[src/rtl/gpu_pkg.sv]
// Shared widths, lane vector type and sequencer state encoding for the
// EX/MEM -> MEM/WB memory stage of the vector GPU pipeline.
package gpu_pkg;

    localparam int N     = 18;
    localparam int LANES = 3;
    localparam int AW    = 10;

    typedef logic [LANES-1:0][N-1:0] vec_t;

    typedef enum logic [0:0] {
        IDLE   = 1'b0,
        ACCESS = 1'b1
    } state_t;

endpackage

[src/rtl/memory_lane_sequencer.sv]
// Memory stage sequencer: ALU ops pass straight to MEM/WB in one cycle, loads
// and stores are serialised lane by lane over a single-port data memory.
module memory_lane_sequencer
    import gpu_pkg::*;
#(
    parameter int N     = gpu_pkg::N,
    parameter int LANES = gpu_pkg::LANES,
    parameter int AW    = gpu_pkg::AW
) (
    input  logic                      clk,
    input  logic                      reset,
    input  logic                      in_valid,
    input  logic [LANES-1:0][N-1:0]   alu_result,
    input  logic [AW-1:0]             ld_base,
    input  logic [AW-1:0]             st_base,
    input  logic [LANES-1:0][N-1:0]   write_data,
    input  logic [3:0]                wa3,
    input  logic                      pcsrc,
    input  logic                      regwrite,
    input  logic                      memtoreg,
    input  logic                      memwrite,
    output logic                      stall,
    output logic                      dmem_req,
    output logic                      dmem_we,
    output logic [AW-1:0]             dmem_addr,
    output logic [N-1:0]              dmem_wdata,
    input  logic                      dmem_ack,
    input  logic [N-1:0]              dmem_rdata,
    output logic                      out_valid,
    output logic [LANES-1:0][N-1:0]   out_alu_result,
    output logic [LANES-1:0][N-1:0]   out_read_data,
    output logic [3:0]                out_wa3,
    output logic                      out_pcsrc,
    output logic                      out_regwrite,
    output logic                      out_memtoreg
);

    localparam int LW = (LANES > 1) ? $clog2(LANES) : 1;
    localparam logic [LW-1:0] LAST_LANE = LW'(LANES - 1);

    state_t                    state;
    logic [LW-1:0]             lane;
    logic [LANES-1:0][N-1:0]   alu_q;
    logic [LANES-1:0][N-1:0]   wdata_q;
    logic [LANES-1:0][N-1:0]   rdata_q;
    logic [AW-1:0]             base_q;
    logic [3:0]                wa3_q;
    logic                      pcsrc_q;
    logic                      regwrite_q;
    logic                      memtoreg_q;
    logic                      store_q;

    logic                      in_access;
    logic                      lane_done;
    logic [LANES-1:0][N-1:0]   rdata_next;

    assign in_access  = (state == ACCESS);
    assign stall      = in_access;
    assign dmem_req   = in_access;
    assign dmem_we    = in_access && store_q;
    // Address and data come only from captured state, so they cannot move until ack.
    assign dmem_addr  = in_access ? AW'(base_q + AW'(lane)) : '0;
    assign dmem_wdata = in_access ? wdata_q[lane] : '0;
    assign lane_done  = in_access && dmem_ack;

    always_comb begin
        // NOTE: default first so the conditional lane update cannot infer a latch.
        rdata_next = rdata_q;
        if (lane_done && !store_q) begin
            rdata_next[lane] = dmem_rdata;
        end
    end

    // NOTE: all state uses non-blocking assignments so every register samples pre-edge values.
    always_ff @(posedge clk) begin
        if (reset) begin
            state          <= IDLE;
            lane           <= '0;
            alu_q          <= '0;
            wdata_q        <= '0;
            rdata_q        <= '0;
            base_q         <= '0;
            wa3_q          <= '0;
            pcsrc_q        <= 1'b0;
            regwrite_q     <= 1'b0;
            memtoreg_q     <= 1'b0;
            store_q        <= 1'b0;
            out_valid      <= 1'b0;
            out_alu_result <= '0;
            out_read_data  <= '0;
            out_wa3        <= '0;
            out_pcsrc      <= 1'b0;
            out_regwrite   <= 1'b0;
            out_memtoreg   <= 1'b0;
        end else begin
            out_valid <= 1'b0;
            case (state)
                IDLE: begin
                    if (in_valid && !memwrite && !memtoreg) begin
                        out_valid      <= 1'b1;
                        out_alu_result <= alu_result;
                        out_read_data  <= '0;
                        out_wa3        <= wa3;
                        out_pcsrc      <= pcsrc;
                        out_regwrite   <= regwrite;
                        out_memtoreg   <= memtoreg;
                    end else if (in_valid) begin
                        state      <= ACCESS;
                        lane       <= '0;
                        alu_q      <= alu_result;
                        wdata_q    <= write_data;
                        rdata_q    <= '0;
                        base_q     <= memwrite ? st_base : ld_base;
                        wa3_q      <= wa3;
                        pcsrc_q    <= pcsrc;
                        regwrite_q <= regwrite;
                        memtoreg_q <= memtoreg;
                        store_q    <= memwrite;
                    end
                end
                ACCESS: begin
                    if (dmem_ack) begin
                        rdata_q <= rdata_next;
                        if (lane == LAST_LANE) begin
                            state          <= IDLE;
                            lane           <= '0;
                            out_valid      <= 1'b1;
                            out_alu_result <= alu_q;
                            out_read_data  <= store_q ? '0 : rdata_next;
                            out_wa3        <= wa3_q;
                            out_pcsrc      <= pcsrc_q;
                            out_regwrite   <= regwrite_q;
                            out_memtoreg   <= memtoreg_q;
                        end else begin
                            lane <= lane + 1'b1;
                        end
                    end
                end
                default: state <= IDLE;
            endcase
        end
    end

endmodule

[config.mk]
export PLATFORM = sky130hd
export DESIGN_NAME = memory_lane_sequencer
export DESIGN_NICKNAME = d
export VERILOG_FILES = /design/src/rtl/gpu_pkg.sv /design/src/rtl/memory_lane_sequencer.sv
export SDC_FILE = /design/constraint.sdc
export NUM_CORES = 1
export LEC_CHECK = 0
export ABC_CLOCK_PERIOD_IN_PS = 1800
export BUFFER_PORTS_ARGS = -buffer_cell sky130_fd_sc_hd__buf_2
export CORE_UTILIZATION = 25
export CTS_BUF_LIST = sky130_fd_sc_hd__clkbuf_8
export DETAILED_ROUTE_END_ITERATION = 8
export GPL_ROUTABILITY_DRIVEN = 0
export HOLD_SLACK_MARGIN = 0.1
export PLACE_DENSITY = 0.54
export SYNTH_ARGS = -nofsm -noshare
export SYNTH_HDL_FRONTEND = slang
export SYNTH_SLANG_ARGS = --single-unit
[constraint.sdc]
create_clock -name clk -period 1.8 [get_ports clk]
set_clock_uncertainty 0.15 [all_clocks]
set_input_delay 0.27 -clock clk [delete_from_list [all_inputs] [get_ports clk]]
set_output_delay 0.27 -clock clk [all_outputs]
set_load 0.005 [all_outputs]
# Yosys cells after proc, flatten, opt, wreduce, memory -nomap -nowiden
# Index checks and enable logic that the tools add are counted.
[op_classes]
n_addsub = 2
n_lt_le_gt_ge = 2
eq_ne = 6
mux = 52
bitwise = 2
reduce_logical = 12
[ops]
columns = ["operator", "count"]
rows = [
  ["2-to-1 mux 54 bit", 11],
  ["case mux 54 bit (2 select lines)", 3],
  ["bitwise mux 54 bit", 1],
  ["2-to-1 mux 18 bit", 3],
  ["binary-select mux 18 bit (select 2 bit)", 1],
  ["demux 18 bit (select 2 bit)", 1],
  ["2-to-1 mux 10 bit", 2],
  ["2-to-1 mux 1 bit", 16],
  ["2-to-1 mux 4 bit", 3],
  ["adder 10 x 2 -> 10 bit", 1],
  ["case mux 1 bit (2 select lines)", 5],
  ["AND reduction 3 bit", 3],
  ["2-to-1 mux 2 bit", 4],
  ["!= test 2 bit (second input constant)", 4],
  ["case mux 4 bit (2 select lines)", 1],
  ["logical AND 1 bit", 6],
  ["case mux 2 bit (2 select lines)", 1],
  ["zero test 1 bit", 3],
  ["< comparator 2 x 3 -> 1 bit (second input constant)", 1],
  ["adder 2 x 1 -> 2 bit (second input constant)", 1],
  ["equality test 2 bit (second input constant)", 1],
  [">= comparator 2 x 1 -> 1 bit (second input constant)", 1],
  ["!= test 2 x 1 -> 1 bit (second input constant)", 1],
  ["NOT 1 bit", 2],
]
[totals]
ff_bits = 299
output_inout_bits = 147
word_cells = 104

# Longest topological paths before layout
# Gate-level depths: netlist of the first run.
[logic_depth]
ltp_word = 10
ltp_mapped = 8

# Worst setup path before layout of the first run
# Ideal clock, no wire load.
[synth_timing]
path_kind = "flip-flop to output port"
start = "reg lane[0]"
end = "out dmem_addr[8]"
arrival_ns = 1.471
slack_ns = -0.091
path_stages_with_launch = 7
path_buffers = 0
cell_sequence = "dfxtp_1 > ha_1 > fa_1 > and3_1 > nand2_1 > or3_1 > a21boi_0"
[synth_between]
elab_chain_cells = 2
[synth_rtl]
columns = ["element", "line", "text"]
rows = [
  ["start: declaration", "memory_lane_sequencer.sv:42", "logic [LW-1:0] lane;"],
  ["start signal: assignment", "memory_lane_sequencer.sv:135", "lane <= lane + 1'b1;"],
  ["adder 10 x 2 -> 10 bit", "memory_lane_sequencer.sv:62", "assign dmem_addr = in_access ? AW'(base_q + AW'(lane)) : '0;"],
  ["2-to-1 mux 10 bit", "memory_lane_sequencer.sv:62", ""],
  ["end: declaration", "memory_lane_sequencer.sv:25", "output logic [AW-1:0] dmem_addr,"],
]
# Every way passes these cells.

# Worst setup path after layout of the first run
[layout_timing]
start = "reg lane[0]"
end = "out dmem_wdata[6]"
[layout_between]
elab_chain_cells = 3
[layout_rtl]
columns = ["element", "line", "text"]
rows = [
  ["binary-select mux 18 bit (select 2 bit)", "memory_lane_sequencer.sv:63", "assign dmem_wdata = in_access ? wdata_q[lane] : '0;"],
  ["2-to-1 mux 18 bit (implied by the code)", "memory_lane_sequencer.sv:63", ""],
  ["2-to-1 mux 18 bit", "memory_lane_sequencer.sv:63", ""],
  ["end: declaration", "memory_lane_sequencer.sv:26", "output logic [N-1:0] dmem_wdata,"],
]
# Every way passes these cells. The select of a mux whose other input is x is not followed.

==> summary.md, run 1 <==
| Metric | Value |
|---|---|
| Outcome | finished, violations left |
| Failing checks | setup timing |
| Final Worst Setup Slack | -764 ps |
| Non-Filler Instances | 2,356 |
| Maximum clock path buffer count | 3 |
| Cell count after synthesis | 1,176 |
| Relative max-transition margin | 42.7% |
| Routed vias/inst | 4.57 |
| CTS Buf Count | 53 |
| Depth of the CTS H-tree | 2 |
| Largest net degree at the start of global routing | 128 |
| VDD IR max | 0.460 mV |
| Setup violations, final | 179 |
| Maximum fanout encountered on the critical timing path | 7 |
| Total I/O pin count | 305 |
| Startpoint of the lowest-slack register-to-register path | lane[0] |
| Post-layout min period | 2560 ps |
| Critical path, cell by cell | buf_4, buf_8, buf_12, buf_12, mux2i_2, buf_4, o22ai_1, and2_1, buf_2 |
| Utilization of the core after routing | 42.4% |
| Upper clock frequency limit | 390 MHz |
| Wire length of the first global-routing pass | 60,000 µm |
| Area growth from synthesis to final layout | 66.6% |
| Final period util | 142% |
| Crit path buffers/inverters | 6 |
| Number of enable-type register cells in the synthesized netlist | 0 |
| Worst endpoint data arrival time | 2140 ps |
| Root buf cell | clkbuf_8 |
| Global-route track usage on met3 | 5.38% |
| Worst min-delay path category | in2reg |
| Initial Util | 25.4% |
| Row Count | 76 |
| DRT Wirelength | 42,000 µm |
| Chip Width | 212 µm |
| Worst Setup Path Type | reg2out |
| Routed wire length per instance | 17.8 µm |
| Violation count after the first detailed-routing iteration | 445 |
| Sum of negative setup slack | -68,740 ps |
| Area of the core region | 43,200 µm² |
| Power density relative to cell area | 871 nW/µm² |
| Reg-to-reg critical path endpoint | out_alu_result[33] |
| Crit start category | flop |
| Launch point of the worst hold path | write_data[38] |
| Endpoint of the worst hold path | wdata_q[38] |
| Distinct cells, synth | 41 |
| Cell total after placement | 2,012 |
| Number of search-and-repair iterations in the first detailed-routing pass | 4 |
| Overall power consumption | 15.9 mW |
| Setup slack of the most critical reg-to-reg path | -490 ps |
| Number of remaining DRC errors | 0 |
| Cell area after synthesis | 11,000 µm² |
| Met1 Track Usage GR | 20.6% |
| Data required time at the worst endpoint | 1380 ps |
| Via Count | 10,800 |
| Actual slew at the worst max-slew pin | 859 ps |
| All-Layer GR Usage | 17.4% |
| Insertion delay to the later sink of the worst-skew pair | 630 ps |
| CTS tree | done |
| # clock sinks | 281 |
| Static Leak | 7.69 nW |
| Delay of the slowest cell on the worst path | 330 ps |
| Number of cells on the worst hold path | 4 |
| R2R cell count | 12 |
| Vias in the first global route | 10,800 |
| Count of max-cap constraint violations | 0 |
| Count of warnings emitted by yosys | 0 |
| Family with the most delay on the worst path | buffers and inverters |
| Highest-utilization routing layer at the global route stage | met2 |
| Sort of element at the end of the critical path | output pin |
| Reg clk slew, reported paths | 60 ps |
| Global route overflow | 0 |
| Predominant post-synthesis flop cell | dfxtp_1 |
| Final Hold Vio Count | 0 |
| Net count of the mapped netlist | 1,337 |
| Detailed Place HPWL | 22,900 µm |
| Die Y | 212 µm |
| Sequential share of the synthesized area | 51.2% |
| Antenna violations before repair | 5 |
| Fraction of layout cells with a size suffix above 1 | 37.1% |
| Max Transition Viols Final | 0 |
| Fill cell total of the finished layout | 4,208 |
| Met2 routing resource usage after global routing | 29.6% |
| Average cell area after synthesis | 9.34 µm² |
| Async set-or-reset flop fraction in the synthesized netlist | 0% |
| Synthesis-stage register bit count | 281 |
| # nets final | 1,891 |
| Die footprint | 44,800 µm² |
| Slowest-stage cell, CP | dfxtp_2 |
| Number of nets with antenna violations after routing | 0 |
| Count of buffers inserted at the top-level ports | 304 |
| Unrepaired setup endpoints after global routing | true |
## power by group
part,total (mW),leakage (nW),switching (mW),internal (mW)
combinational,2.58,4.76,1.19,1.39
clock,6.68,0.634,2.86,3.82
sequential,6.68,2.29,0.184,6.49
## how the worst max path moves through the flow
stage,endpoint,cells past startpoint,start
after global routing,dmem_wdata[6],9,lane[0]
final,dmem_wdata[6],9,lane[0]
after detailed placement,dmem_addr[8],7,base_q[0]
after global placement,dmem_addr[8],7,base_q[0]
after CTS,dmem_addr[8],7,base_q[0]
after floorplan,dmem_addr[8],6,lane[0]
## cell type report
type,instances,area (µm²),share of cell area [%]
Antenna cell,3,7.51,0.0410
Clock buffer,65,895,4.89
Clock inverter,28,229,1.25
Inverter,1,3.75,0.0205
Multi-Input combinational cell,791,5350,29.2
Sequential cell,281,5640,30.8
Tap cell,585,732,4.00
Timing Repair Buffer,602,5440,29.7
## flip-flops by register name, summed over array words and instances, names as in the netlist
register	count
alu_q	54
out_alu_result	54
out_read_data	54
wdata_q	54
rdata_q	36
base_q	10
out_wa3	4
wa3_q	4
lane	2
dmem_req	1
memtoreg_q	1
out_memtoreg	1
out_pcsrc	1
out_regwrite	1
out_valid	1
pcsrc_q	1
regwrite_q	1
store_q	1
## what timing repair did
| item | 4_1_cts | 5_1_grt |
|---|---|---|
| endpoints found under the setup margin | 174 | 262 |
| gates cloned | 23 | 15 |
| hold endpoints to repair | 245 | 0 |
| hold buffers | 157 | 0 |
| buffers inserted | 47 | 13 |
| resized for setup | 129 | 73 |
| pin swaps | 53 | 27 |
## cells in the final DEF (no fill, tap or decap), types with 4 or more instances in the layout
| master | n |
|---|---|
| a211oi_1 | 31 |
| a211oi_2 | 40 |
| a21oi_1 | 110 |
| a21oi_2 | 10 |
| a22o_1 | 89 |
| and2_1 | 25 |
| buf_12 | 31 |
| buf_16 | 21 |
| buf_2 | 298 |
| buf_4 | 45 |
| buf_6 | 27 |
| buf_8 | 6 |
| bufinv_16 | 4 |
| clkbuf_16 | 14 |
| clkbuf_8 | 65 |
| clkinv_2 | 8 |
| dfxtp_1 | 273 |
| dfxtp_2 | 6 |
| dlygate4sd3_1 | 157 |
| inv_1 | 15 |
| mux2i_1 | 80 |
| mux2i_2 | 4 |
| mux2i_4 | 5 |
| nand2_1 | 253 |
| nor2_1 | 42 |
| nor2_2 | 17 |
| nor2_4 | 19 |
| o21ai_4 | 4 |
| o22ai_1 | 16 |
## cells in the mapped netlist, types with 3 or more instances
cell type,number,share of area (%)
dfxtp_1,281,51
nand2_1,254,8.7
a21oi_1,121,5.5
a22o_1,89,7.1
mux2i_1,89,8.1
nor2_1,74,2.5
a211oi_1,51,3.5
buf_2,43,2.0
clkbuf_1,39,1.3
and2_1,26,1.5
a211oi_2,20,2.3
o22ai_1,17,0.97
buf_4,8,0.55
buf_6,7,0.72
buf_1,6,0.21
nand3_1,4,0.18
nor2_4,4,0.41
nand2b_1,3,0.17
nor2b_1,3,0.17
o21ai_0,3,0.14
o21ai_4,3,0.44
or3_1,3,0.17
xnor2_1,3,0.24
xor2_1,3,0.24
## cell families after synthesis
| group | share of synthesized area (%) |
|---|---|
| AO/OA/AOI/OAI | 20.4 |
| XOR/XNOR | 0.479 |
| adder cells (fa/ha/maj) | 0.410 |
| buffers and inverters | 4.80 |
| flip-flops | 51.2 |
| multiplexers | 8.11 |
| AND/OR/NAND/NOR | 14.6 |
## per-stage QoR
step	hold WS [ps]	cell area, µm²	worst slack (ps)
floorplan	245	11000	-33.4
global placement	291	13400	-202
detailed placement	296	13400	-218
CTS	204	17600	-832
global route	234	18300	-890
finish	274	18300	-764
## worst min-delay path: cells and delay by family
family / cells / cell delay, ps
AO/OA/AOI/OAI: 1 / 50
buffers and inverters: 2 / 630
AND/OR/NAND/NOR: 1 / 50
## routing by layer
layer	share of wire, %	up-vias
li1	-	5220
met1	43	5159
met2	48	320
met3	6.6	64
met4	2.5	2
met5	0.031	-
(Power assumes the default switching activity.)
==> inputs of run 2 (changes only) <==
Settings changed: PLACE_DENSITY 0.54 to 0.44.
==> summary.md, run 2 (synthesis results as in run 1) <==
| Metric | Value |
|---|---|
| Slowest-stage cell, CP | or3_1 |
| Unrepaired setup endpoints after global routing | true |
| Area of the core region | 43,200 µm² (unchanged) |
| Utilization of the core after routing | 42.3% (about the same) |
| Number of remaining DRC errors | 0 (unchanged) |
| End of the critical path | dmem_addr[8] |
| Critical path, cell by cell | ha_4, fa_2, and3_4, nand2_2, or3_1, a21boi_1, buf_2 |
| VDD IR max | 0.469 mV (+2.1%) |
| Power density relative to cell area | 834 nW/µm² (-4.3%) |
| Setup violations, final | 188 (+5.0%) |
| Largest net degree at the start of global routing | 78 (-39%) |
| Fraction of power consumed by sequential logic | 43.7% (+1.8 points) |
| Final period util | 145% (+2.7 points) |
| Sort of element at the end of the critical path | output pin |
| Initial Util | 25.4% (unchanged) |
| Via Count | 10,600 (-1.2%) |
| P_int | 11.2 mW (-4.4%) |
| CTS tree | done |
| # nets final | 1,895 (+0.21%) |
| Commonest cells after routing, fill and taps aside | buf_2 (297), dfxtp_1 (276), nand2_1 (253), dlygate4sd3_1 (157), a21oi_1 (113) |
| Power share of the combinational group | 16.5% (+0.3 points) |
| Total I/O pin count | 305 (unchanged) |
| Die footprint | 44,800 µm² (unchanged) |
| Switching share of total power | 26.6% (+0.053 points) |
| All-Layer GR Usage | 17.5% (+0.12 points) |
| Post-layout min period | 2610 ps (+48.4 ps) |
| DRT Wirelength | 39,700 µm (-5.5%) |
| Antenna violations before repair | 4 (-1) |
| Insertion delay to the later sink of the worst-skew pair | 620 ps (about the same) |
| Root buf cell | clkbuf_8 |
| Number of nets with antenna violations after routing | 0 (unchanged) |
| Summed area of non-filler cells in the final layout | 18,300 µm² (about the same) |
| Reg-to-reg critical path endpoint | out_alu_result[0] |
| # clock sinks | 281 (unchanged) |
| Worst endpoint data arrival time | 2190 ps (+50 ps) |
| Cell total after placement | 2,025 (+0.65%) |
| Depth of the CTS H-tree | 2 (unchanged) |
| Count of max-cap constraint violations | 0 (unchanged) |
| Worst Setup Path Type | reg2out |
| Setup slack of the most critical reg-to-reg path | -450 ps (+40 ps) |
| Die Y | 212 µm (unchanged) |
| Count of buffers inserted at the top-level ports | 304 (unchanged) |
| R2R cell count | 10 (-2) |
| Fraction of layout cells with a size suffix above 1 | 36.7% (-0.38 points) |
| Violation count after the first detailed-routing iteration | 435 (-2.2%) |
| Clock share of power | 39.8% (-2.1 points) |
| Delay of the slowest cell on the worst path | 360 ps (+30 ps) |
| Detailed Place HPWL | 23,200 µm (+1.2%) |
| P_sw | 4.06 mW (-4.2%) |
| Row Count | 76 (unchanged) |
| Static Leak | 7.69 nW (about the same) |
| Routed vias/inst | 4.51 (-1.3%) |
| Outcome | finished, violations left |
| Reg clk slew, reported paths | 60 ps (about the same) |
| Data required time at the worst endpoint | 1380 ps (about the same) |
| Final Worst Setup Slack | -812 ps (-48.4 ps) |
| Fill cell total of the finished layout | 4,307 (+2.4%) |
| Final Hold Vio Count | 0 (unchanged) |
| Placed Instance Area | 13,500 µm² (+1.3%) |
| Actual slew at the worst max-slew pin | 455 ps (-404 ps) |
| Non-Filler Instances | 2,359 (+0.13%) |
| Max Transition Viols Final | 0 (unchanged) |
| Chip Width | 212 µm (unchanged) |
| Worst min-delay path category | in2reg |
| Relative max-transition margin | 69.7% (+27 points) |
| Crit start category | flop |
| Maximum clock path buffer count | 3 (unchanged) |
| CTS Buf Count | 52 (-1.9%) |
| Most common library cell in the layout ignoring fill and taps | buf_2 |
| Global route overflow | 0 (unchanged) |
| Worst setup path startpoint | lane[0] |
| Area growth from synthesis to final layout | 66.5% (about the same) |
| Wire length of the first global-routing pass | 60,900 µm (+1.4%) |
| Overall power consumption | 15.2 mW (-4.4%) |
| Vias in the first global route | 10,600 (-1.4%) |
| Routed wire length per instance | 16.8 µm (-5.6%) |
| Maximum fanout encountered on the critical timing path | 3 (-4) |
| Startpoint of the lowest-slack register-to-register path | lane[0] |
| Upper clock frequency limit | 383 MHz (-1.9%) |
| Failing checks | setup timing |
| Number of search-and-repair iterations in the first detailed-routing pass | 5 (+1) |
run 2: final cells by class:
cell class	count	area, µm²	share of cell area [%]
diodes	4	10.0	0.0547
clock buffers	64	881	4.82
clock inverters	26	136	0.746
inverters	1	3.75	0.0205
multi-input cells	792	5390	29.5
flip-flops and latches	281	5640	30.8
well taps	585	732	4.00
repair buffers	606	5490	30.1
run 2: metal layers:
| metal | global-route usage (%) | up-vias | routed length, µm |
|---|---|---|---|
| met5 | 0 | - | 0 |
| met4 | 5.72 | 0 | 804 |
| met3 | 4.78 | 55 | 2600 |
| met2 | 29.1 | 309 | 18900 |
| met1 | 21.9 | 5018 | 17400 |
| li1 | - | 5252 | - |
run 2: what timing repair did:
| item | CTS | global route |
|---|---|---|
| buffers inserted | 47 | 11 |
| setup endpoints to repair | 173 | 307 |
| cloned | 30 | 0 |
| hold endpoints to repair | 245 | 0 |
| hold buffers | 157 | 0 |
| pin swaps | 36 | 17 |
| gates resized for setup | 180 | 29 |
run 2: how the worst min path moves through the flow:
stage	startpoint	to	cells after the start	slack, ps
floorplan	dmem_rdata[7]	rdata_q[25]	1	250
global placement	alu_q[20]	alu_q[20]	2	290
detailed placement	wdata_q[10]	wdata_q[10]	2	300
CTS	write_data[36]	wdata_q[36]	4	220
global route	dmem_rdata[16]	rdata_q[34]	3	260
finish	write_data[36]	wdata_q[36]	4	280
run 2: metrics by stage:
stage	worst slack (ps)	hold WS [ps]	setup TNS, ps
6_report	-812	280	-61700
5_1_grt	-942	258	-79030
4_1_cts	-854	218	-74040
3_5_place_dp	-189	296	-6970
3_3_place_gp	-195	291	-3130
2_1_floorplan	-33.4	245	-33.4
run 2: critical path, delay by kind of cell, from the launching register on:
kind,cells,cell delay (ps)
DFF,1,350
adders and majority gates,2,340
AOI/OAI and AO/OA,1,140
and+or+nand+nor,3,620
buffers and inverters,1,130
run 2: power groups by stage:
stage                     clock [mW]  sequential [mW]  combinational (mW)
after detailed placement           0             6.77                1.67
final                           6.07             6.66                2.51
after floorplan                    0             6.74               0.919
after CTS                       6.30             6.66                2.49
after global routing            6.62             6.69                2.71
after global placement             0             6.76                1.66
==> inputs of run 3 (changes only) <==
Settings changed: ABC_AREA set to 1, PLACE_DENSITY 0.44 to 0.43.
==> summary.md, run 3 <==
| Metric | Value |
|---|---|
| Total I/O pin count | 305 (unchanged) |
| Cell total after placement | 2,816 (+39%) |
| Vias in the first global route | 13,500 (+27%) |
| Library cell with the highest instance count after synthesis | nor2_1 |
| Global route overflow | 0 (unchanged) |
| Reg-to-reg critical path endpoint | out_read_data[6] |
| Predominant post-synthesis flop cell | dfxtp_1 |
| # clock sinks | 299 (+6.4%) |
| Sort of element at the end of the critical path | output pin |
| Data required time at the worst endpoint | 1380 ps (about the same) |
| Average cell area after synthesis | 6.82 µm² (-27%) |
| Worst Setup Path Type | reg2out |
| Family with the most delay on the worst path | adder cells |
| Setup violations, final | 139 (-26%) |
| Failing checks | setup timing |
| Area of the core region | 51,400 µm² (+19%) |
| Final Worst Setup Slack | -756 ps (+55.9 ps) |
| Async set-or-reset flop fraction in the synthesized netlist | 0% (unchanged) |
| Actual slew at the worst max-slew pin | 921 ps (+466 ps) |
| Crit start category | flop |
| Fraction of layout cells with a size suffix above 1 | 35.0% (-1.7 points) |
| Number of remaining DRC errors | 0 (unchanged) |
| Commonest cells after routing, fill and taps aside | nor2_1 (361), dfxtp_1 (294), buf_2 (291), nand2_1 (281), o21ai_0 (262) |
| Unrepaired setup endpoints after global routing | true |
| CTS tree | done |
| Critical path, cell by cell | ha_4, fa_2, nand2_4, buf_4, o21ai_0, a21oi_1, buf_2 |
| Number of search-and-repair iterations in the first detailed-routing pass | 6 (+1) |
| Routed wire length per instance | 17.1 µm (+1.3%) |
| Ranking of synthesized cells by area | dfxtp_1 (46%), nor2_1 (13%), nand2_1 (11%) |
| VDD IR max | 0.492 mV (+4.8%) |
| Cell area after synthesis | 13,000 µm² (+19%) |
| Root buf cell | clkbuf_8 |
| Count of buffers inserted at the top-level ports | 304 (unchanged) |
| Post-synthesis cell type with the largest combined area | dfxtp_1 |
| Chip Width | 230 µm (+8.8%) |
| Final Hold Vio Count | 0 (unchanged) |
| Worst min-delay path category | in2reg |
| Non-Filler Instances | 3,176 (+35%) |
| Number of cells on the worst hold path | 4 (unchanged) |
| Row Count | 83 (+9.2%) |
| Static Leak | 9.64 nW (+25%) |
| Outcome | finished, violations left |
| Violation count after the first detailed-routing iteration | 776 (+78%) |
| Routed vias/inst | 4.62 (+2.5%) |
| All-Layer GR Usage | 17.8% (+0.22 points) |
| Count of warnings emitted by yosys | 0 (unchanged) |
| Area growth from synthesis to final layout | 66.8% |
| Final period util | 142% (-3.1 points) |
| Worst endpoint data arrival time | 2140 ps (-50 ps) |
| Reg clk slew, reported paths | 60 ps (about the same) |
| Cell count after synthesis | 1,909 (+62%) |
| Initial Util | 25.3% (-0.12 points) |
| Crit path buffers/inverters | 2 (+1) |
| Placed Instance Area | 15,600 µm² (+15%) |
| CTS Buf Count | 57 (+9.6%) |
| Die footprint | 53,000 µm² (+18%) |
| Synthesis-stage register bit count | 299 (+6.4%) |
| Commonest cells post-synth | nor2_1 (435), nand2_1 (383), dfxtp_1 (299) |
| Insertion delay to the later sink of the worst-skew pair | 630 ps (about the same) |
| Wire length of the first global-routing pass | 75,100 µm (+23%) |
| Distinct cells, synth | 25 (-39%) |
| Diodes inserted | 0 (-4) |
| Number of enable-type register cells in the synthesized netlist | 0 (unchanged) |
| Most common library cell in the layout ignoring fill and taps | nor2_1 |
| Startpoint of the lowest-slack register-to-register path | lane[1] |
| Setup Slack @ Placement | -195 ps (-5.27 ps) |
| Top-area cell type share of the netlist area | 46.0% (-5.2 points) |
| Largest net degree at the start of global routing | 78 (unchanged) |
| DRT Wirelength | 54,200 µm (+36%) |
| Summed area of non-filler cells in the final layout | 21,700 µm² (+19%) |
| Power density relative to cell area | 870 nW/µm² (+4.4%) |
| Post-layout min period | 2560 ps (-55.9 ps) |
| Net count of the mapped netlist | 2,070 (+55%) |
| Depth of the CTS H-tree | 2 (unchanged) |
| Worst hold margin | 267 ps (-12.7 ps) |
| Maximum clock path buffer count | 3 (unchanged) |
| Number of nets with antenna violations after routing | 0 (unchanged) |
| Slowest-stage cell, CP | fa_2 |
| Launch point of the worst hold path | write_data[0] |
| Overall power consumption | 18.9 mW (+24%) |
| Via Count | 14,700 (+38%) |
| Max Transition Viols Final | 0 (unchanged) |
| Upper clock frequency limit | 391 MHz (+2.2%) |
| Sequential share of the synthesized area | 46.0% (-5.2 points) |
| Relative max-transition margin | 38.6% (-31 points) |
| Maximum fanout encountered on the critical timing path | 3 (unchanged) |
| Sum of negative setup slack | -29,720 ps (+31,980 ps) |
| Delay of the slowest cell on the worst path | 410 ps (+50 ps) |
| Count of max-cap constraint violations | 0 (unchanged) |
| R2R cell count | 13 (+3) |
| # nets final | 2,610 (+38%) |
| Utilization of the core after routing | 42.2% (-0.13 points) |
| Setup slack of the most critical reg-to-reg path | -240 ps (+210 ps) |
| Endpoint of the worst hold path | wdata_q[0] |
| Detailed Place HPWL | 30,000 µm (+29%) |
| Die Y | 230 µm (+8.8%) |
| Antenna violations before repair | 0 (-4) |
[run 3: worst max path at each step]
stage | startpoint | to | slack [ps] | cells after the start
finish | base_q[0] | dmem_addr[4] | -760 | 7
global route | base_q[0] | dmem_addr[8] | -870 | 8
CTS | base_q[0] | dmem_addr[8] | -780 | 8
detailed placement | lane[0] | dmem_addr[8] | -190 | 8
global placement | lane[0] | dmem_addr[8] | -220 | 8
floorplan | lane[0] | dmem_addr[8] | 2 | 7
[run 3: final cells by class]
| cell class | instances | area [µm²] |
|---|---|---|
| Fill cell | 5219 | 29700 |
| Multi-Input combinational cell | 1361 | 7270 |
| Clock inverter | 31 | 163 |
| Clock buffer | 75 | 1030 |
| Timing Repair inverter | 2 | 20.0 |
| Tap cell | 680 | 851 |
| Timing Repair Buffer | 622 | 5920 |
| Inverter | 106 | 449 |
| Sequential cell | 299 | 6000 |
[run 3: routing by layer]
layer / routed length [µm] / global-route usage, % / part of all wire, %
met1: 25100 / 24.3 / 46
met2: 25000 / 27.9 / 46
met3: 3080 / 3.82 / 5.7
met4: 1050 / 4.82 / 1.9
met5: 0 / 0 / 0
[run 3: tightest hold or removal path, delay by kind of cell]
| kind | cells | cell delay (ps) |
|---|---|---|
| buffers and inverters | 2 | 600 |
| AO/OA/AOI/OAI | 1 | 70 |
| AND/OR/NAND/NOR | 1 | 70 |
[run 3: repair_timing]
action | 4_1_cts | 5_1_grt
setup endpoints to repair | 55 | 255
pin swaps | 40 | 102
gates cloned | 15 | 33
gates resized for setup | 166 | 322
hold buffers | 157 | 0
hold endpoints to repair | 287 | 0
setup buffers | 21 | 34
[run 3: cells by family (layout without fill, tap and decap cells)]
group | after synthesis | count (layout) | share of synthesized area [%]
AO/OA/AOI/OAI | 458 | 458 | 17.9
XOR/XNOR | 1 | 1 | 0.0673
adder cells (fa/ha/maj) | 3 | 3 | 0.346
buffers and inverters | 249 | 836 | 8.56
flip-flops | 299 | 299 | 46.0
AND/OR/NAND/NOR | 899 | 899 | 27.1
[run 3: where the power goes]
group | switching (mW) | internal, mW
registers | 0.349 | 7.16
clock network | 3.09 | 3.86
logic | 2.33 | 2.10
total | 5.77 | 13.1
